===== config.mk =====
export PLATFORM = sky130hd
export DESIGN_NAME = ula_md_flat
export DESIGN_NICKNAME = d
export VERILOG_FILES = /design/src/rtl/ula_md_if.sv /design/src/rtl/ula_md.sv /design/src/flat_wrapper.sv
export SDC_FILE = /design/constraint.sdc
export NUM_CORES = 1
export LEC_CHECK = 0
export CORE_ASPECT_RATIO = 1.2
export CORE_MARGIN = 5
export CORE_UTILIZATION = 40
export DETAILED_ROUTE_END_ITERATION = 6
export MAX_ROUTING_LAYER = met4
export PLACE_DENSITY = 0.6
export SLEW_MARGIN = 20
export SYNTH_ARGS = -nofsm -noshare
export SYNTH_HDL_FRONTEND = slang
export SYNTH_SLANG_ARGS = --single-unit

===== constraint.sdc =====
create_clock -name clk -period 9.4 [get_ports clk]
set_input_delay 1.88 -clock clk [delete_from_list [all_inputs] [get_ports clk]]
set_output_delay 1.88 -clock clk [all_outputs]
set_load 0.005 [all_outputs]

===== src/rtl/ula_md_if.sv =====
// Request/result bundle between the MIPS datapath and the multiply/divide unit.
// The divzero signal exists only when ULA_MD_DIVZERO_EN is defined.
interface ula_md_if #(
   parameter int N = 32
);
   logic         start;
   logic [1:0]   ULAcontrole;
   logic [N-1:0] SrcA;
   logic [N-1:0] SrcB;
   logic         busy;
   logic         pronto;
   logic [N-1:0] hi;
   logic [N-1:0] lo;
`ifdef ULA_MD_DIVZERO_EN
   logic         divzero;
`endif

   modport master (
      output start, ULAcontrole, SrcA, SrcB,
      input  busy, pronto, hi, lo
`ifdef ULA_MD_DIVZERO_EN
      , input divzero
`endif
   );

   modport slave (
      input  start, ULAcontrole, SrcA, SrcB,
      output busy, pronto, hi, lo
`ifdef ULA_MD_DIVZERO_EN
      , output divzero
`endif
   );
endinterface


===== src/rtl/ula_md.sv =====
// Iterative MULT/MULTU/DIV/DIVU unit, one bit per clock, results in HI/LO.
// Optional divide-by-zero flag output under ULA_MD_DIVZERO_EN.
module ula_md #(
   parameter int N = 32
) (
   input logic    clk,
   input logic    reset,
   ula_md_if.slave bus
);
   localparam int CW = $clog2(N + 1);

   typedef enum logic [1:0] {IDLE, CALC, FIM} state_t;

   state_t           r_state, w_next;
   logic [CW-1:0]    r_cnt;
   logic [1:0]       r_op;
   logic [N-1:0]     r_a, r_b;
   logic [2*N-1:0]   r_p;
   logic             r_neg_lo, r_neg_hi;
   logic [N-1:0]     r_hi, r_lo;
   logic             r_pronto;

   logic             w_sa, w_sb;
   logic [N-1:0]     w_ma, w_mb;
   logic [N:0]       w_sum, w_rsh, w_diff;
   logic [2*N-1:0]   w_mul_nx, w_div_nx, w_prod;
   logic [N-1:0]     w_quo, w_rem;
   logic             w_dz;

   // Control FSM
   always_ff @(posedge clk or posedge reset) begin
      if (reset) r_state <= IDLE;
      else       r_state <= w_next;
   end

   always_comb begin
      w_next = r_state;
      case (r_state)
         IDLE:    if (bus.start) w_next = CALC;
         CALC:    if (r_cnt == CW'(N - 1)) w_next = FIM;
         FIM:     w_next = IDLE;
         default: w_next = IDLE;
      endcase
   end

   // Signed ops work on magnitudes; sign fix-up happens in FIM
   assign w_sa = bus.ULAcontrole[0] & bus.SrcA[N-1];
   assign w_sb = bus.ULAcontrole[0] & bus.SrcB[N-1];
   assign w_ma = w_sa ? -bus.SrcA : bus.SrcA;
   assign w_mb = w_sb ? -bus.SrcB : bus.SrcB;

   // Shift-add step: r_p = {partial product, remaining multiplier bits}
   assign w_sum    = {1'b0, r_p[2*N-1:N]} + (r_p[0] ? {1'b0, r_a} : '0);
   assign w_mul_nx = {w_sum, r_p[N-1:1]};

   // Restoring step: r_p = {remainder, dividend bits shifting into quotient}
   assign w_rsh    = {r_p[2*N-1:N], r_p[N-1]};
   assign w_diff   = w_rsh - {1'b0, r_b};
   assign w_div_nx = {(w_diff[N] ? w_rsh[N-1:0] : w_diff[N-1:0]), r_p[N-2:0], ~w_diff[N]};

   assign w_prod = r_neg_lo ? -r_p : r_p;
   assign w_quo  = r_neg_lo ? -r_p[N-1:0] : r_p[N-1:0];
   assign w_rem  = r_neg_hi ? -r_p[2*N-1:N] : r_p[2*N-1:N];
   assign w_dz   = r_op[1] & (r_b == '0);

   always_ff @(posedge clk or posedge reset) begin
      if (reset) begin
         r_cnt    <= '0;
         r_op     <= '0;
         r_a      <= '0;
         r_b      <= '0;
         r_p      <= '0;
         r_neg_lo <= 1'b0;
         r_neg_hi <= 1'b0;
      end else begin
         case (r_state)
            IDLE: if (bus.start) begin
               r_cnt    <= '0;
               r_op     <= bus.ULAcontrole;
               r_a      <= w_ma;
               r_b      <= w_mb;
               r_p      <= {{N{1'b0}}, (bus.ULAcontrole[1] ? w_ma : w_mb)};
               r_neg_lo <= w_sa ^ w_sb;
               r_neg_hi <= w_sa;
            end
            CALC: begin
               r_cnt <= r_cnt + CW'(1);
               r_p   <= r_op[1] ? w_div_nx : w_mul_nx;
            end
            default: ;
         endcase
      end
   end

   always_ff @(posedge clk or posedge reset) begin
      if (reset) begin
         r_hi     <= '0;
         r_lo     <= '0;
         r_pronto <= 1'b0;
      end else begin
         r_pronto <= (r_state == FIM);
         if (r_state == FIM) begin
            if (r_op[1]) begin
               // Zero divisor: remainder path already reproduces the dividend
               r_hi <= w_rem;
               r_lo <= w_dz ? '1 : w_quo;
            end else begin
               r_hi <= w_prod[2*N-1:N];
               r_lo <= w_prod[N-1:0];
            end
         end
      end
   end

`ifdef ULA_MD_DIVZERO_EN
   logic r_divzero;
   always_ff @(posedge clk or posedge reset) begin
      if (reset)                 r_divzero <= 1'b0;
      else if (r_state == FIM)   r_divzero <= w_dz;
   end
   assign bus.divzero = r_divzero;
`endif

   assign bus.busy   = (r_state == CALC);
   assign bus.pronto = r_pronto;
   assign bus.hi     = r_hi;
   assign bus.lo     = r_lo;
endmodule


===== src/flat_wrapper.sv =====
// flat-port wrapper written by rule: the top's interface ports become plain ports
module ula_md_flat 
#(
   parameter int N = 32
)
  (clk, reset, bus_start, bus_ULAcontrole, bus_SrcA, bus_SrcB, bus_busy, bus_pronto, bus_hi, bus_lo);
  ula_md_if #(.N(N)) bus_i ();
  input logic clk;
  input logic reset;
  input wire logic [$bits(bus_i.start)-1:0] bus_start;
  input wire logic [$bits(bus_i.ULAcontrole)-1:0] bus_ULAcontrole;
  input wire logic [$bits(bus_i.SrcA)-1:0] bus_SrcA;
  input wire logic [$bits(bus_i.SrcB)-1:0] bus_SrcB;
  output wire logic [$bits(bus_i.busy)-1:0] bus_busy;
  output wire logic [$bits(bus_i.pronto)-1:0] bus_pronto;
  output wire logic [$bits(bus_i.hi)-1:0] bus_hi;
  output wire logic [$bits(bus_i.lo)-1:0] bus_lo;
  assign bus_i.start = bus_start;
  assign bus_i.ULAcontrole = bus_ULAcontrole;
  assign bus_i.SrcA = bus_SrcA;
  assign bus_i.SrcB = bus_SrcB;
  assign bus_busy = bus_i.busy;
  assign bus_pronto = bus_i.pronto;
  assign bus_hi = bus_i.hi;
  assign bus_lo = bus_i.lo;
  ula_md #(.N(N)) u_core (.clk(clk), .reset(reset), .bus(bus_i));
endmodule

# Yosys cells after proc, flatten, opt, wreduce, memory -nomap -nowiden
# Cells that the tools add are included.
[word_totals] reg_bits=205 out_inout_bits=66 wordCells=54
[op_classes] n_addsub=8 eq_ne=5 n_mux=19 bitwise_logic=5 n_reduce_logical=6
[ops] cell="$mux 32" n=10
[ops] cell="$mux 64" n=3
[ops] cell="$neg 32->32" n=4
[ops] cell="$pmux 64 s2" n=1
[ops] cell="$neg 64->64" n=1
[ops] cell="$add 32x33->33" n=1
[ops] cell="$sub 33x32->33" n=1
[ops] cell="$logic_not 32->1" n=1
[ops] cell="$pmux 6 s2" n=1
[ops] cell="$add 6x1->6 const B" n=1
[ops] cell="$eq 6x5->1 const B" n=1
[ops] cell="$mux 6" n=1
[ops] cell="$reduce_and 2->1" n=3
[ops] cell="$mux 2" n=2
[ops] cell="$pmux 2 s2" n=1
[ops] cell="$and 1x1->1" n=3
[ops] cell="$eq 2x1->1 const B" n=1
[ops] cell="$eq 2x2->1 const B" n=1
[ops] cell="$logic_not 2->1" n=1
[ops] cell="$ne 2x1->1 const B" n=1
[ops] cell="$ne 2x2->1 const B" n=1
[ops] cell="$reduce_bool 2->1" n=1
[ops] cell="$not 1->1" n=1
[ops] cell="$xor 1x1->1" n=1

# Depth between registers and ports, before layout
# Gate-level depths: netlist of run 1.
[depth] depth_word=5 mapped_depth=14 depth_no_buf=13

# Worst setup path before layout of run 1
# Ideal clock, no wire load.
[synth_path] path_kind="input -> register" startpoint="in bus_SrcA[11]" endpoint="reg u_core.r_p[27]" arrival_ps=4078 t_required_ps=9274 slack_ps=5195 stages=9 n_path_buf=0 cell_sequence="or4_1 -> or4_1 -> nor2_2 -> nand3_1 -> nor3_2 -> a21oi_1 -> xnor2_1 -> a211oi_1 -> a311o_1"
[synth_via] elab_chain_len=5
[synth_rtl] element="start: declaration" line_no="flat_wrapper.sv:12" source="input wire logic [$bits(bus_i.SrcA)-1:0] bus_SrcA;"
[synth_rtl] element="$neg 32->32" line_no="ula_md.sv:49" source="assign w_ma = w_sa ? -bus.SrcA : bus.SrcA;"
[synth_rtl] element="$mux 32" line_no="ula_md.sv:49"
[synth_rtl] element="$mux 32" line_no="ula_md.sv:82" source="r_p <= {{N{1'b0}}, (bus.ULAcontrole[1] ? w_ma : w_mb)};"
[synth_rtl] element="$mux 64" line_no="ula_md.sv:77" source="IDLE: if (bus.start) begin"
[synth_rtl] element="$pmux 64 s2" line_no="ula_md.sv:76" source="case (r_state)"
[synth_rtl] element="end signal: assignment" line_no="ula_md.sv:82"
[synth_rtl] element="end signal: assignment" line_no="ula_md.sv:88" source="r_p <= r_op[1] ? w_div_nx : w_mul_nx;"
[synth_rtl] element="end: declaration" line_no="ula_md.sv:18" source="logic [2*N-1:0] r_p;"
# No other way between the ends. The select of a mux whose other input is x is not followed.
# A chain may end at the register's enable or synchronous reset.

# Worst setup path after layout of run 1
[layout_path] startpoint="in bus_SrcA[10]" endpoint="reg u_core.r_p[27]"
# Same word-level chain as after synthesis.

==> metrics.yaml, run 1 <==
power_and_ir_drop:
  power.density_nw_per_um2: 317
  power.leakage_nw: 7.15
  peakVddDrop_mv: 0.124
  finalPower_mw: 5.56
grt:
  grtUsageTotal_pct: 22.9
  grt_pass1_vias: 13463
  antenna_found_initial: 2
  grt_max_degree: 131
  grt_pass1_wl_mm: 75.5
  gr-total-overflow: 0
synthesis:
  synthFlopType: "dfrtp_1"
  ys_async_sr_fraction_pct: 100
  yosysWarnings: 0
  ys_types: 76
  synth_common_cells: "215 x nand2_1, 204 x dfrtp_1, 195 x o21ai_0"
  synth_top_area_share_pct: 33.8
  synth_area_leader_cell: "dfrtp_1"
  seq_area_frac_synth_pct: 33.8
  syn_nets: 1962
  syn_avg_cell_area_um2: 8.29
  synth_most_common_cell: "nand2_1"
  synth_edf_count: 0
  yosys-top-cells-area: "dfrtp_1 34%, o21ai_0 6.5%, ha_1 5.7%, nand2_1 5.3%, xnor2_1 5.1%"
  syn_area_um2: 15100
  synthCells: 1822
  postSynthRegisterBits: 204
clock_network:
  clk_path_buf_depth: 3
  cts-root-buf: "clkbuf_16"
  clkLatencyLatePin_ns: 0.54
  hold_buffers: 0
  numCtsBuffers: 24
  post_cts_buffers: 0
  cts_tree: "built"
  h-tree-depth: 1
  cts.clk_slew.worst_paths_ns: 0.06
  clock_sinks: 204
  cts_resized: 0
timing:
  finalMaxSlewViolations: 0
  grt_setup_unrepaired: "false"
  setup-violations-final: 0
  tns_ns: 0
  maxClockFrequency_mhz: 215
  hold_viol_final: 0
  fin_crit_sh_pct: 49.5
  worst_pin_slew_ns: 1.09
  setup_ws_ns: 4.75
  finalCriticalPeriod_ns: 4.65
  timing.slew.headroom_pct: 26.9
  fin_worst_skew_ns: 0.0100
layout:
  syn_to_final_growth_pct: 16.2
  fill_cells: 3654
  final-seq-area_um2: 5110
  drive_gt1_share_pct: 4.48
  layout.cells.non_filler: 2379
  multi_input_area_um2: 9390
  final_nets: 2023
setup_path:
  r2r_end: "u_core.r_p[49]"
  rrSetupSlack_ns: 5.08
  worstPathMaxFanout: 6
  cp-start-kind: "input port"
  rr_startpoint: "u_core.r_p[31]"
  crit_end: "u_core.r_p[27]"
  cp.arrival_ns: 5.07
  critPathCaptureType: "flop"
  startpoint: "bus_SrcA[10]"
  cp.required_ns: 9.82
  r2r_cells: 13
  crit_type: "in -> reg"
routing:
  routedWlPerCell_um: 20.0
  drt_pass1_iterations: 5
  viasPerCell: 5.72
  routed_wl_mm: 47.7
  drt_iter0_markers: 958
  drc: 0
  dr_total_vias: 13612
  ant_nets: 0
placement:
  post-place-ws_ns: 4.22
  dp.cells: 2336
  portBuffers: 134
  dp_hpwl_mm: 35.6
  gp_routability_congestion: 0.952
floorplanning:
  design.die.area_um2: 41700
  initial_core_util_pct: 40.2
  die_x_um: 187
  core_um2: 37600
  rows: 78
  die_y_um: 223
  ios: 135
flow_run:
  drv_cap: 0
hold_path:
  worst_hold_path_type: "reg -> reg"
run_status:
  status: "completed"
## critical path, cell delays in order
cell             delay (ns)
clkdlybuf4s50_1        0.46
or4_1                  0.67
or4_1                  0.49
nor2_2                 0.27
nand3_1                0.20
nor3_2                 0.31
a21oi_1                0.13
xnor2_1                0.19
a211oi_1               0.11
a311o_1                0.37
## worst min-delay path by stage
stage,start,to,slack [ns],cells past startpoint
CTS,u_core.r_a[5],u_core.r_a[5],0.48,2
global route,u_core.bus.hi[11],u_core.bus.hi[11],0.49,2
detailed placement,u_core.r_a[5],u_core.r_a[5],0.46,2
floorplan,u_core.r_a[21],u_core.r_a[21],0.44,2
global placement,u_core.r_a[21],u_core.r_a[21],0.45,2
finish,u_core.r_a[5],u_core.r_a[5],0.47,2
## layer usage
layer / part of all wire [%] / GRT usage [%]
met4: 2.7 / 6.59
met2: 47 / 37.1
met1: 45 / 30.1
met3: 5.4 / 3.21
met5: 0 / -
## cell families (layout without fill, tap and decap cells)
family                   Yosys count  after routing  synth area share [%]
AO/OA/AOI/OAI                    572            572                  23.4
XOR/XNOR                         175            175                  10.2
adder cells (fa/ha/maj)           71             71                  5.98
buffers and inverters            166            241                  4.28
flip-flops                       204            204                  33.8
multiplexers                      61             61                  4.09
other                              0              2                     0
AND/OR/NAND/NOR                  573            573                  18.3
## cell usage in the layout (no fill, tap or decap), drive strengths merged, types with 22 or more instances in the layout
cell type      count
xor2              87
o31ai             25
mux2i             55
dfrtp            204
and2              37
clkbuf            34
nand2b            22
o21ai            208
nor2             128
a211oi            41
nand2            217
a21o              28
ha                69
clkdlybuf4s50    133
inv               55
nor3              32
a21oi            132
xnor2             88
nor4              23
## cell type report
type                    instances  share of cell area, %
diodes                          2                 0.0285
well taps                     480                   3.42
repair buffers                146                   8.25
clock buffers                  34                   3.93
clock inverters                 6                  0.492
inverters                      55                   1.22
flip-flops and latches        204                   29.1
multi-input cells            1452                   53.5
## state kept, by name, indices dropped and copies added (netlist names)
signal / flops
u_core.r_p: 64
u_core.r_neg_lo: 1
u_core.r_b: 32
u_core.r_op: 1
u_core.bus.hi: 32
u_core.r_state: 2
u_core.r_neg_hi: 1
u_core.r_a: 32
u_core.bus.lo: 32
u_core.bus.pronto: 1
u_core.r_cnt: 6
## power by group
group	total (mW)	switching, mW	leakage [nW]	internal [mW]
clock network	0.944	0.382	0.377	0.561
logic	3.07	1.74	4.33	1.33
registers	1.54	0.421	2.45	1.12
total	5.56	2.55	7.15	3.01
## per-stage QoR
step | cell area [µm²] | hold slack (ns) | util (%)
6_report | 17500 | 0.471 | 46.7
5_1_grt | 17500 | 0.489 | 46.7
4_1_cts | 17500 | 0.476 | 46.6
3_5_place_dp | 16700 | 0.463 | 44.5
3_3_place_gp | 16700 | 0.454 | 44.5
2_1_floorplan | 15100 | 0.438 | -
(Power assumes the default switching activity.)
==> run 2, diff against run 1 <==
clock period = 4.3 ns   (was 9.4 ns; I/O delays follow)
==> run 2 against run 1 <==
  * Clock power up 130%
  * Count of clock-buffer cells in the layout is 2 higher
  * Register-to-register slack lost 4.5 ns
  * Worst setup slack worse by 4.1 ns
  * Total power rose by 120%
  * Non-clock buffer count is 29 higher
  * Sequential cell count unchanged
  * Core utilization grew 0.80 points
  * First-iteration DRC count fell by 0.42%
  * Global-route usage up 0.37 points
  * Largest power group unchanged
==> metrics.yaml, run 2 (synthesis gave the netlist of run 1 again) <==
run_status:
  status: "completed"
clock_network:
  cts.clk_slew.worst_paths_ns: 0.06
  post_cts_buffers: 0
  cts_tree: "built"
  h-tree-depth: 1
  cts-root-buf: "clkbuf_16"
  numCtsBuffers: 24
  clk_path_buf_depth: 3
  clock_sinks: 204
  cts_resized: 0
  hold_buffers: 0
  clkLatencyLatePin_ns: 0.52
timing:
  finalMaxSlewViolations: 0
  fin_crit_sh_pct: 85.6
  hold_viol_final: 0
  maxClockFrequency_mhz: 272
  tns_ns: 0
  hold_slack_ns: 0.471
  setup-violations-final: 0
  fin_worst_skew_ns: 0.00863
  finalCriticalPeriod_ns: 3.68
  grt_setup_unrepaired: "false"
  worst_pin_slew_ns: 1.05
  timing.slew.headroom_pct: 30.1
floorplanning:
  ios: 135
  initial_core_util_pct: 40.2
  design.die.area_um2: 41700
  core_um2: 37600
  die_y_um: 223
  die_x_um: 187
  rows: 78
placement:
  gp_routability_congestion: 0.951
  portBuffers: 134
  dp_hpwl_mm: 36.9
power_and_ir_drop:
  intPower_mw: 6.80
  seqPwrFrac_pct: 26.7
  peakVddDrop_mv: 0.273
  clkPwrFrac_pct: 17.4
  power.density_nw_per_um2: 698
  p_sw_mw: 5.64
  power.leakage_nw: 7.34
  p_comb_share_pct: 56.0
  switching_share_pct: 45.3
layout:
  top_register: "u_core.r_p"
  drive_gt1_share_pct: 6.22
  final_nets: 2052
  fin_util_pct: 47.5
  final_common_cell: "nand2_1"
  syn_to_final_growth_pct: 18.2
  final_cell_mix: "214 x nand2_1, 203 x dfrtp_1, 195 x o21ai_0"
  largest_reg_flops: 64
routing:
  drt_iter0_markers: 954
  drc: 0
  routed_wl_mm: 48.5
  routedWlPerCell_um: 20.1
  drt_pass1_iterations: 5
  viasPerCell: 5.72
  dr_total_vias: 13789
  ant_nets: 0
grt:
  grt_pass1_wl_mm: 77.2
  gr-total-overflow: 0
  antenna_found_initial: 1
  grt_pass1_vias: 13854
  grtUsageTotal_pct: 23.2
  grt_max_degree: 75
setup_path:
  cp.required_ns: 4.71
  crit_type: "reg -> reg"
  cp.arrival_ns: 4.09
  cp-start-kind: "flop"
  worstPathMaxFanout: 27
  critPathCaptureType: "flop"
flow_run:
  drv_cap: 0
hold_path:
  worst_hold_path_type: "reg -> reg"
run 2: cell count changes in the layout (fill, tap and decap cells not counted):
| cell | before | now |
|---|---|---|
| clkbuf_8 | 3 | 8 |
| clkbuf_1 | 6 | 3 |
| inv_8 | 1 | 0 |
| dfrtp_1 | 202 | 203 |
| dfrtp_2 | 2 | 1 |
| buf_16 | 1 | 0 |
| buf_12 | 0 | 4 |
| clkinv_2 | 2 | 5 |
| diode_2 | 2 | 1 |
| buf_4 | 11 | 37 |
| nor2_2 | 3 | 4 |
| nor2_4 | 1 | 0 |
run 2: final timing paths:
path	startpoint	endpoint	slack, ns	depth (start not counted)
min in group asynchronous	reset	u_core.r_cnt[4]	0.81	2
hold reg to reg	u_core.r_a[4]	u_core.r_a[4]	0.47	2
setup reg to reg	u_core.r_p[0]	u_core.r_p[63]	0.62	12
hold / removal	u_core.r_a[4]	u_core.r_a[4]	0.47	2
max in group asynchronous	reset	u_core.bus.hi[8]	2.70	3
setup / recovery	u_core.r_p[0]	u_core.r_p[63]	0.62	12
run 2: layer usage:
metal  share of wire [%]  track usage (%)
met5                   0                -
met4                 2.3             5.18
met3                 5.9             3.25
met2                  47             38.1
met1                  45             30.8
run 2: area by class of cell:
type / count / area (µm²)
Fill cell: 3652 / 19700
Multi-Input combinational cell: 1452 / 9380
Sequential cell: 204 / 5110
Timing Repair Buffer: 175 / 1690
Clock buffer: 36 / 747
Tap cell: 480 / 601
Inverter: 55 / 210
Clock inverter: 8 / 93.8
Antenna cell: 1 / 2.50
run 2: critical path, stage by stage (launching register included):
cell	delay [ns]
dfrtp_1	0.46
buf_4	0.35
and2_1	0.21
ha_1	0.32
a21o_1	0.21
a311oi_1	0.36
and2_1	0.19
a21o_1	0.19
o21ai_1	0.12
o41a_1	0.42
a2111oi_0	0.51
a311o_1	0.18
a21oi_1	0.04
run 2: stage by stage:
stage	cells	area, µm²	setup slack (ns)	total power [mW]
after floorplan	1822	15100	0.796	8.35
after global placement	2366	17000	0.335	10.1
after detailed placement	2366	17000	0.315	10.2
after CTS	2410	17800	0.661	12.4
after global routing	2411	17800	0.310	13.5
final	2411	17800	0.621	12.4
run 2: power groups by stage:
| stage | Sequential [mW] | Combinational, mW | Clock (mW) |
|---|---|---|---|
| 3_5_place_dp | 3.33 | 6.89 | 0 |
| 5_1_grt | 3.42 | 7.78 | 2.29 |
| 4_1_cts | 3.30 | 6.92 | 2.22 |
| 3_3_place_gp | 3.31 | 6.82 | 0 |
| 2_1_floorplan | 2.92 | 5.43 | 0 |
| 6_report | 3.32 | 6.96 | 2.16 |
